===== src/rtl/dm_arbiter_pkg.sv =====
// dm_arbiter_pkg
// Purpose : constants and types shared by the data-memory arbiter.
//   DM_WORDS    number of valid words in the data memory
//   DM_IDX_*    bit slice of a byte address that selects a DM word
//   DBG_PC      trace PC reported to the DM for debug-port writes
//   pri_e       arbiter priority state encoding
package dm_arbiter_pkg;

  localparam int unsigned DM_WORDS   = 3072;
  localparam int unsigned DM_IDX_MSB = 13;
  localparam int unsigned DM_IDX_LSB = 2;
  localparam logic [31:0] DBG_PC     = 32'hFFFF_FFFC;

  typedef enum logic {
    PRI_C = 1'b0,
    PRI_D = 1'b1
  } pri_e;

  // The full word index (addr[31:2]) is compared, so addresses that would
  // alias onto the DM through the [13:2] slice are still rejected.
  function automatic logic word_in_range(input logic [29:0] word_idx,
                                         input int unsigned words);
    return {2'b00, word_idx} < words;
  endfunction

endpackage


===== src/rtl/dm_arbiter.sv =====
// dm_arbiter
// Purpose : shares the single-port data memory between the CPU MEM stage
//           (port C, fixed priority) and a debug/loader port (port D).
//           A starvation counter forces one debug grant after STARVE_MAX
//           consecutive debug denials.
// Ports   :
//   clk, reset                 clock, synchronous active-high reset
//   c_req/c_we/c_addr/c_wdata/c_pc   CPU access request
//   c_gnt/c_stall/c_rdata            CPU grant, stall, combinational read data
//   d_req/d_we/d_addr/d_wdata        debug access request (held until d_gnt)
//   d_gnt/d_rdata/d_rvalid/d_err     debug grant, registered read data/flags
//   mem_addr/mem_wdata/mem_sel/mem_pc   DM inputs
//   mem_rdata                        DM combinational read data
//
// state | meaning
// PRI_C | CPU wins a conflict (normal operation)
// PRI_D | debug port wins a conflict (starvation limit reached)
module dm_arbiter
  import dm_arbiter_pkg::*;
#(
  parameter int unsigned DM_WORDS   = dm_arbiter_pkg::DM_WORDS,
  parameter int unsigned STARVE_MAX = 4,
  parameter logic [31:0] DBG_PC     = dm_arbiter_pkg::DBG_PC
) (
  input  logic        clk,
  input  logic        reset,
  input  logic        c_req,
  input  logic        c_we,
  input  logic [31:0] c_addr,
  input  logic [31:0] c_wdata,
  input  logic [31:0] c_pc,
  output logic        c_gnt,
  output logic        c_stall,
  output logic [31:0] c_rdata,
  input  logic        d_req,
  input  logic        d_we,
  input  logic [31:0] d_addr,
  input  logic [31:0] d_wdata,
  output logic        d_gnt,
  output logic [31:0] d_rdata,
  output logic        d_rvalid,
  output logic        d_err,
  output logic [31:0] mem_addr,
  output logic [31:0] mem_wdata,
  output logic        mem_sel,
  output logic [31:0] mem_pc,
  input  logic [31:0] mem_rdata
);

  localparam logic [3:0] STARVE_LIM = 4'(STARVE_MAX);

  pri_e        state_q, state_d;
  logic [3:0]  starv_cnt_q, starv_cnt_d;
  logic [3:0]  starv_inc;
  logic        d_rvalid_q, d_rvalid_d;
  logic        d_err_q, d_err_d;
  logic [31:0] d_rdata_q, d_rdata_d;
  logic        c_in_range, d_in_range;

  assign c_in_range = word_in_range(c_addr[31:2], DM_WORDS);
  assign d_in_range = word_in_range(d_addr[31:2], DM_WORDS);
  assign starv_inc  = starv_cnt_q + 4'd1;

  // Grants are suppressed while reset is asserted so no access lands in the
  // reset cycle; requesters simply re-present afterwards.
  always_comb begin
    c_gnt = 1'b0;
    d_gnt = 1'b0;
    if (!reset) begin
      if (state_q == PRI_C) begin
        c_gnt = c_req;
        d_gnt = d_req & ~c_req;
      end else begin
        d_gnt = d_req;
        c_gnt = c_req & ~d_req;
      end
    end
  end

  assign c_stall = c_req & ~c_gnt;
  assign c_rdata = mem_rdata;

  // Out-of-range accesses are still granted but never write the DM.
  always_comb begin
    mem_addr  = '0;
    mem_wdata = '0;
    mem_sel   = 1'b0;
    mem_pc    = '0;
    if (c_gnt) begin
      mem_addr  = c_addr;
      mem_wdata = c_wdata;
      mem_sel   = c_we & c_in_range;
      mem_pc    = c_pc;
    end else if (d_gnt) begin
      mem_addr  = d_addr;
      mem_wdata = d_wdata;
      mem_sel   = d_we & d_in_range;
      mem_pc    = DBG_PC;
    end
  end

  always_comb begin
    state_d     = state_q;
    starv_cnt_d = starv_cnt_q;
    if (d_gnt) begin
      starv_cnt_d = '0;
      state_d     = PRI_C;
    end else if (d_req) begin
      starv_cnt_d = starv_inc;
      if (starv_inc == STARVE_LIM) begin
        state_d = PRI_D;
      end
    end else begin
      // A pending PRI_D is kept until the debug port is actually served.
      starv_cnt_d = '0;
    end
  end

  always_comb begin
    d_rvalid_d = d_gnt & ~d_we;
    d_err_d    = d_gnt & ~d_in_range;
    d_rdata_d  = d_rdata_q;
    if (d_gnt && !d_we) begin
      d_rdata_d = d_in_range ? mem_rdata : '0;
    end
  end

  always_ff @(posedge clk) begin
    if (reset) begin
      state_q     <= PRI_C;
      starv_cnt_q <= '0;
      d_rvalid_q  <= 1'b0;
      d_err_q     <= 1'b0;
      d_rdata_q   <= '0;
    end else begin
      state_q     <= state_d;
      starv_cnt_q <= starv_cnt_d;
      d_rvalid_q  <= d_rvalid_d;
      d_err_q     <= d_err_d;
      d_rdata_q   <= d_rdata_d;
    end
  end

  assign d_rvalid = d_rvalid_q;
  assign d_err    = d_err_q;
  assign d_rdata  = d_rdata_q;

endmodule


===== config.mk =====
export PLATFORM = sky130hd
export DESIGN_NAME = dm_arbiter
export DESIGN_NICKNAME = d
export VERILOG_FILES = /design/src/rtl/dm_arbiter_pkg.sv /design/src/rtl/dm_arbiter.sv
export SDC_FILE = /design/constraint.sdc
export NUM_CORES = 1
export LEC_CHECK = 0
export CELL_PAD_IN_SITES_DETAIL_PLACEMENT = 1
export CELL_PAD_IN_SITES_GLOBAL_PLACEMENT = 1
export CORE_AREA = 2 2 140 142
export CTS_CLUSTER_DIAMETER = 120
export CTS_CLUSTER_SIZE = 16
export DETAILED_ROUTE_END_ITERATION = 16
export DIE_AREA = 0 0 142 144
export GPL_TIMING_DRIVEN = 0
export PLACE_DENSITY_LB_ADDON = 0.3
export SLEW_MARGIN = 20
export SYNTH_ARGS = -nofsm -noshare
export SYNTH_HDL_FRONTEND = slang
export SYNTH_SLANG_ARGS = --single-unit

===== constraint.sdc =====
create_clock -name clk -period 4.05 [get_ports clk]
set_clock_uncertainty 0.1 [all_clocks]
set_input_delay 0.81 -clock clk [delete_from_list [all_inputs] [get_ports clk]]
set_output_delay 0.81 -clock clk [all_outputs]
set_load 0.03 [all_outputs]

# Word-level counts from Yosys, hierarchy flattened
# Index checks and enable logic that the tools add are counted.
# W data, S select, Z words.
dict set report word_totals {
  regBits 39
  wordCells 39
  out_inout_bits 166
  in_bits 198
}
dict set report op_classes {
  muxes 13
  order_cmp 2
  bitwise 12
  reduce_logical 5
  eq_ne 1
  addsub 1
}
# op count
set op_table {}
lappend op_table {{$mux W32} 7}
lappend op_table {{$lt A30 B12 Y1 const B} 2}
lappend op_table {{$and A1 B1 Y1} 7}
lappend op_table {{$mux W1} 6}
lappend op_table {{$not A1 Y1} 5}
lappend op_table {{$add A4 B1 Y4 const B} 1}
lappend op_table {{$eq A4 B3 Y1 const B} 1}
lappend op_table {{$reduce_or A3 Y1} 1}
lappend op_table {{$reduce_and A2 Y1} 1}
lappend op_table {{$reduce_or A2 Y1} 1}
lappend op_table {{$logic_and A1 B1 Y1} 1}
lappend op_table {{$logic_not A1 Y1} 1}

# Longest topological paths before layout
dict set report depth {
  ltp_word 6
  mapped_depth 6
  mapped_depth_nobuf 4
}

# Worst setup path after synthesis
# Ideal clock, no wire load.
dict set report synth_timing {
  path_kind {input-to-output}
  start {input port d_addr[12]}
  end {output port mem_sel}
  stages 3
  setup_slack_ps 1091
  arrival_ps 2049
  path_buffers 0
  path_cell_list {a211oi_1 -> nand3_1 -> o32ai_1}
}
dict set report synth_via {
  elab_chain_cells 4
}
# element line
set synth_lines {}
lappend synth_lines {{start: declaration} dm_arbiter.sv:37} ;# input logic [31:0] d_addr,
lappend synth_lines {{$lt A30 B12 Y1} dm_arbiter_pkg.sv:23} ;# return {2'b00, word_idx} < words;
lappend synth_lines {{$and A1 B1 Y1} dm_arbiter.sv:97} ;# mem_sel = d_we & d_in_range;
lappend synth_lines {{$mux W1} dm_arbiter.sv:94} ;# end else if (d_gnt) begin
lappend synth_lines {{$mux W1} dm_arbiter.sv:89} ;# if (c_gnt) begin
lappend synth_lines {{end: declaration} dm_arbiter.sv:45} ;# output logic mem_sel,
# No other way between the ends.

# Worst setup path in the final report
dict set report layout_timing {
  start {input port c_req}
  end {output port mem_addr[9]}
}
dict set report layout_via {
  elab_chain_cells 6
}
# element line
set layout_lines {}
lappend layout_lines {{start: declaration} dm_arbiter.sv:27} ;# input logic c_req,
lappend layout_lines {{$not A1 Y1} dm_arbiter.sv:72} ;# d_gnt = d_req & ~c_req;
lappend layout_lines {{$and A1 B1 Y1} dm_arbiter.sv:72}
lappend layout_lines {{$mux W1} dm_arbiter.sv:70} ;# if (state_q == PRI_C) begin
lappend layout_lines {{$mux W1} dm_arbiter.sv:69} ;# if (!reset) begin
lappend layout_lines {{$mux W32} dm_arbiter.sv:94}
lappend layout_lines {{$mux W32 *} dm_arbiter.sv:89}
lappend layout_lines {{end: declaration} dm_arbiter.sv:43} ;# output logic [31:0] mem_addr,
# Mark *: on every way between the ends. The rest lies on a longest branch, timed or not.

==> impl_metrics.env <==
export IMPL_outcome="complete, no violations"
export IMPL_setup_tns_ps=0
export IMPL_wl_per_cell_um=21.6
export IMPL_muxShareOfSynthArea_pct=0
export IMPL_layout_commonest_cell="clkdlybuf4s50_1"
export IMPL_drc=0
export IMPL_grt_pass1_wl_um=29800
export IMPL_vias=4456
export IMPL_leakagePower_nw=3.19
export IMPL_syn_avg_cell_area_um2=8.50
export IMPL_min_period_over_period_pct=96.1
export IMPL_rsz0062_at_grt="false"
export IMPL_die_w_um=142
export IMPL_clk_pin_slew_ps=60
export IMPL_viasPerCell=4.63
export IMPL_cp_max_fo=10
export IMPL_syn_inst=353
export IMPL_synth_top_family_by_area="compound AO/OA/AOI/OAI gates"
export IMPL_syn_cell_area_um2=3000
export IMPL_maxSlewHeadroom_pct=63.8
export IMPL_clk_latency_ps=280
export IMPL_grt_overflow=0
export IMPL_finalHoldViolCount=0
export IMPL_rows=51
export IMPL_clock_path_buffers=2
export IMPL_cts_htree_levels=2
export IMPL_hp_class="reg2reg"
export IMPL_gp_congestion=0.888
export IMPL_cp_arrival_ps=2980
export IMPL_cts_tree="yes"
export IMPL_hpwl_um=18100
export IMPL_cp_start_kind="primary input"
export IMPL_critPathCaptureType="output pin"
export IMPL_track_usage_pct=19.1
export IMPL_final_cells=963
export IMPL_drv_slew=0
export IMPL_peakVddDrop_mv=0.129
export IMPL_root_buffer="clkbuf_16"
export IMPL_nFillCells=2206
export IMPL_syn_nets=553
export IMPL_dr_first_iter_drc_count=113
export IMPL_max_freq_mhz=257
export IMPL_mostFrequentLayoutCells="clkdlybuf4s50_1, dlygate4sd2_1, a22o_1"
export IMPL_n_antenna_cell=0
export IMPL_cts_buffers=5
export IMPL_first_pass_iters=4
export IMPL_setup_viol_count_final=0
export IMPL_synth_simple_gate_area_share_pct=11.6
export IMPL_period_needed_ps=3890
export IMPL_grt_pass1_vias=4805
export IMPL_die_area_um2=20400
export IMPL_synth_cell_type_count=31
export IMPL_ys_ff_latch=39
export IMPL_coreArea_um2=19100
export IMPL_crit_type="in2out"
export IMPL_synthToLayoutAreaGrowth_pct=134
export IMPL_clock_sinks=39
export IMPL_synthAdderAreaFrac_pct=0.834
export IMPL_drive_gt1_share_pct=11.0
export IMPL_synth_compound_area_share_pct=45.2
export IMPL_placed_cells=954
export IMPL_synth_xor_area_share_pct=0.584
export IMPL_start_util_pct=15.7
export IMPL_finalNetCount=924
export IMPL_antenna_found_initial=0
export IMPL_io_buffer_count=363
export IMPL_ios=364
export IMPL_yosysWarningCount=0
export IMPL_ys_seq_area_share_pct=26.0
export IMPL_worstMarginPinSlew_ps=538
export IMPL_required_ps=3140
export IMPL_drv_cap=0
export IMPL_antenna_left=0
export IMPL_postCtsHoldBufs=0
export IMPL_wl_um=20800
export IMPL_grt_start_max_net_pins=12
export IMPL_die_h_um=144
export IMPL_powerDensity_nw_per_um2=210
## logic make-up (layout without fill, tap and decap cells)
group	count (synthesis)	after routing
compound gates	164	164
xor+xnor	2	2
flops	39	39
buf+inv	79	451
fa+ha+maj	2	2
simple gates	67	67
## path summary, 6_finish.rpt
| kind | depth (start not counted) | slack, ps | end | start |
|---|---|---|---|---|
| setup / recovery | 7 | 160 | mem_addr[9] | c_req |
| hold / removal | 2 | 390 | d_rdata[7] | d_rdata[7] |
| setup reg to reg | 4 | 2330 | d_rdata[8] | state_q |
| hold reg to reg | 2 | 390 | d_rdata[7] | d_rdata[7] |
## timing repair
action / CTS / global route
pin swaps: 1 / 0
setup endpoints to repair: 95 / 17
buffers inserted: 1 / 0
gates resized for setup: 94 / 21
## per-stage QoR
stage                     area (um2)  utilization, %  power [mW]  worst slack (ps)  hold slack [ps]
after global routing            7020            36.8        1.54              1.82              426
after detailed placement        6930            36.3        1.12              -343              395
after global placement          6930            36.3        1.10              -338              365
after CTS                       7000            36.7        1.49              8.57              401
after floorplan                 3000               -       0.694              1090              353
final                           7020            36.8        1.48               157              393
## power breakdown
group          leakage [nW]  internal [mW]  total (mW)  switching [mW]
Combinational          2.80          0.333       0.677           0.345
Clock                0.0772          0.262       0.414           0.152
Sequential            0.314          0.385       0.386        0.000777
Total                  3.19          0.980        1.48           0.497
## layer usage
metal	global-route usage (%)	part of all wire [%]	routed length, um
met1	21.3	37	7790
met2	36.1	53	11100
met3	5.63	7.8	1620
met4	3.68	1.4	291
met5	0	0	0
## Yosys cell counts, drive strengths merged
cell type / count / share of area [%]
a211oi: 1 / 0.25
a21o: 30 / 7.5
a21oi: 1 / 0.29
a22o: 64 / 19
and2: 2 / 0.42
and2b: 1 / 0.25
and3: 5 / 1.0
buf: 61 / 14
clkbuf: 13 / 1.6
dfxtp: 39 / 26
ha: 2 / 0.83
inv: 5 / 0.62
nand2: 34 / 4.3
nand2b: 1 / 0.21
nand3: 4 / 0.67
nand4: 3 / 0.63
nor2b: 2 / 0.42
nor3: 1 / 0.54
nor3b: 2 / 0.50
nor4: 12 / 2.7
o2111ai: 1 / 0.29
o21a: 1 / 0.25
o311ai: 32 / 9.3
o31ai: 32 / 8.0
o32ai: 2 / 0.58
xnor2: 1 / 0.29
xor2: 1 / 0.29
## layout make-up
class,instances,area (um2),share of cell area [%]
repair buffers,364,3550,50.6
plain buffers,74,455,6.49
clock buffers,8,156,2.23
flip-flops and latches,39,781,11.1
inverters,5,18.8,0.267
multi-input cells,235,1760,25.0
well taps,238,298,4.24
## flip-flops by register name (all words and copies together), names as in the netlist
register	count
state_q	1
d_rdata	32
d_err	1
d_rvalid	1
starv_cnt_q	4
## worst max-delay path, cell delays in order
cell	delay, ps
clkdlybuf4s50_1	550
and2b_2	340
nor3_4	250
buf_4	170
buf_2	230
a22o_1	170
dlygate4sd2_1	460
Power figures use the tool's default switching activity.
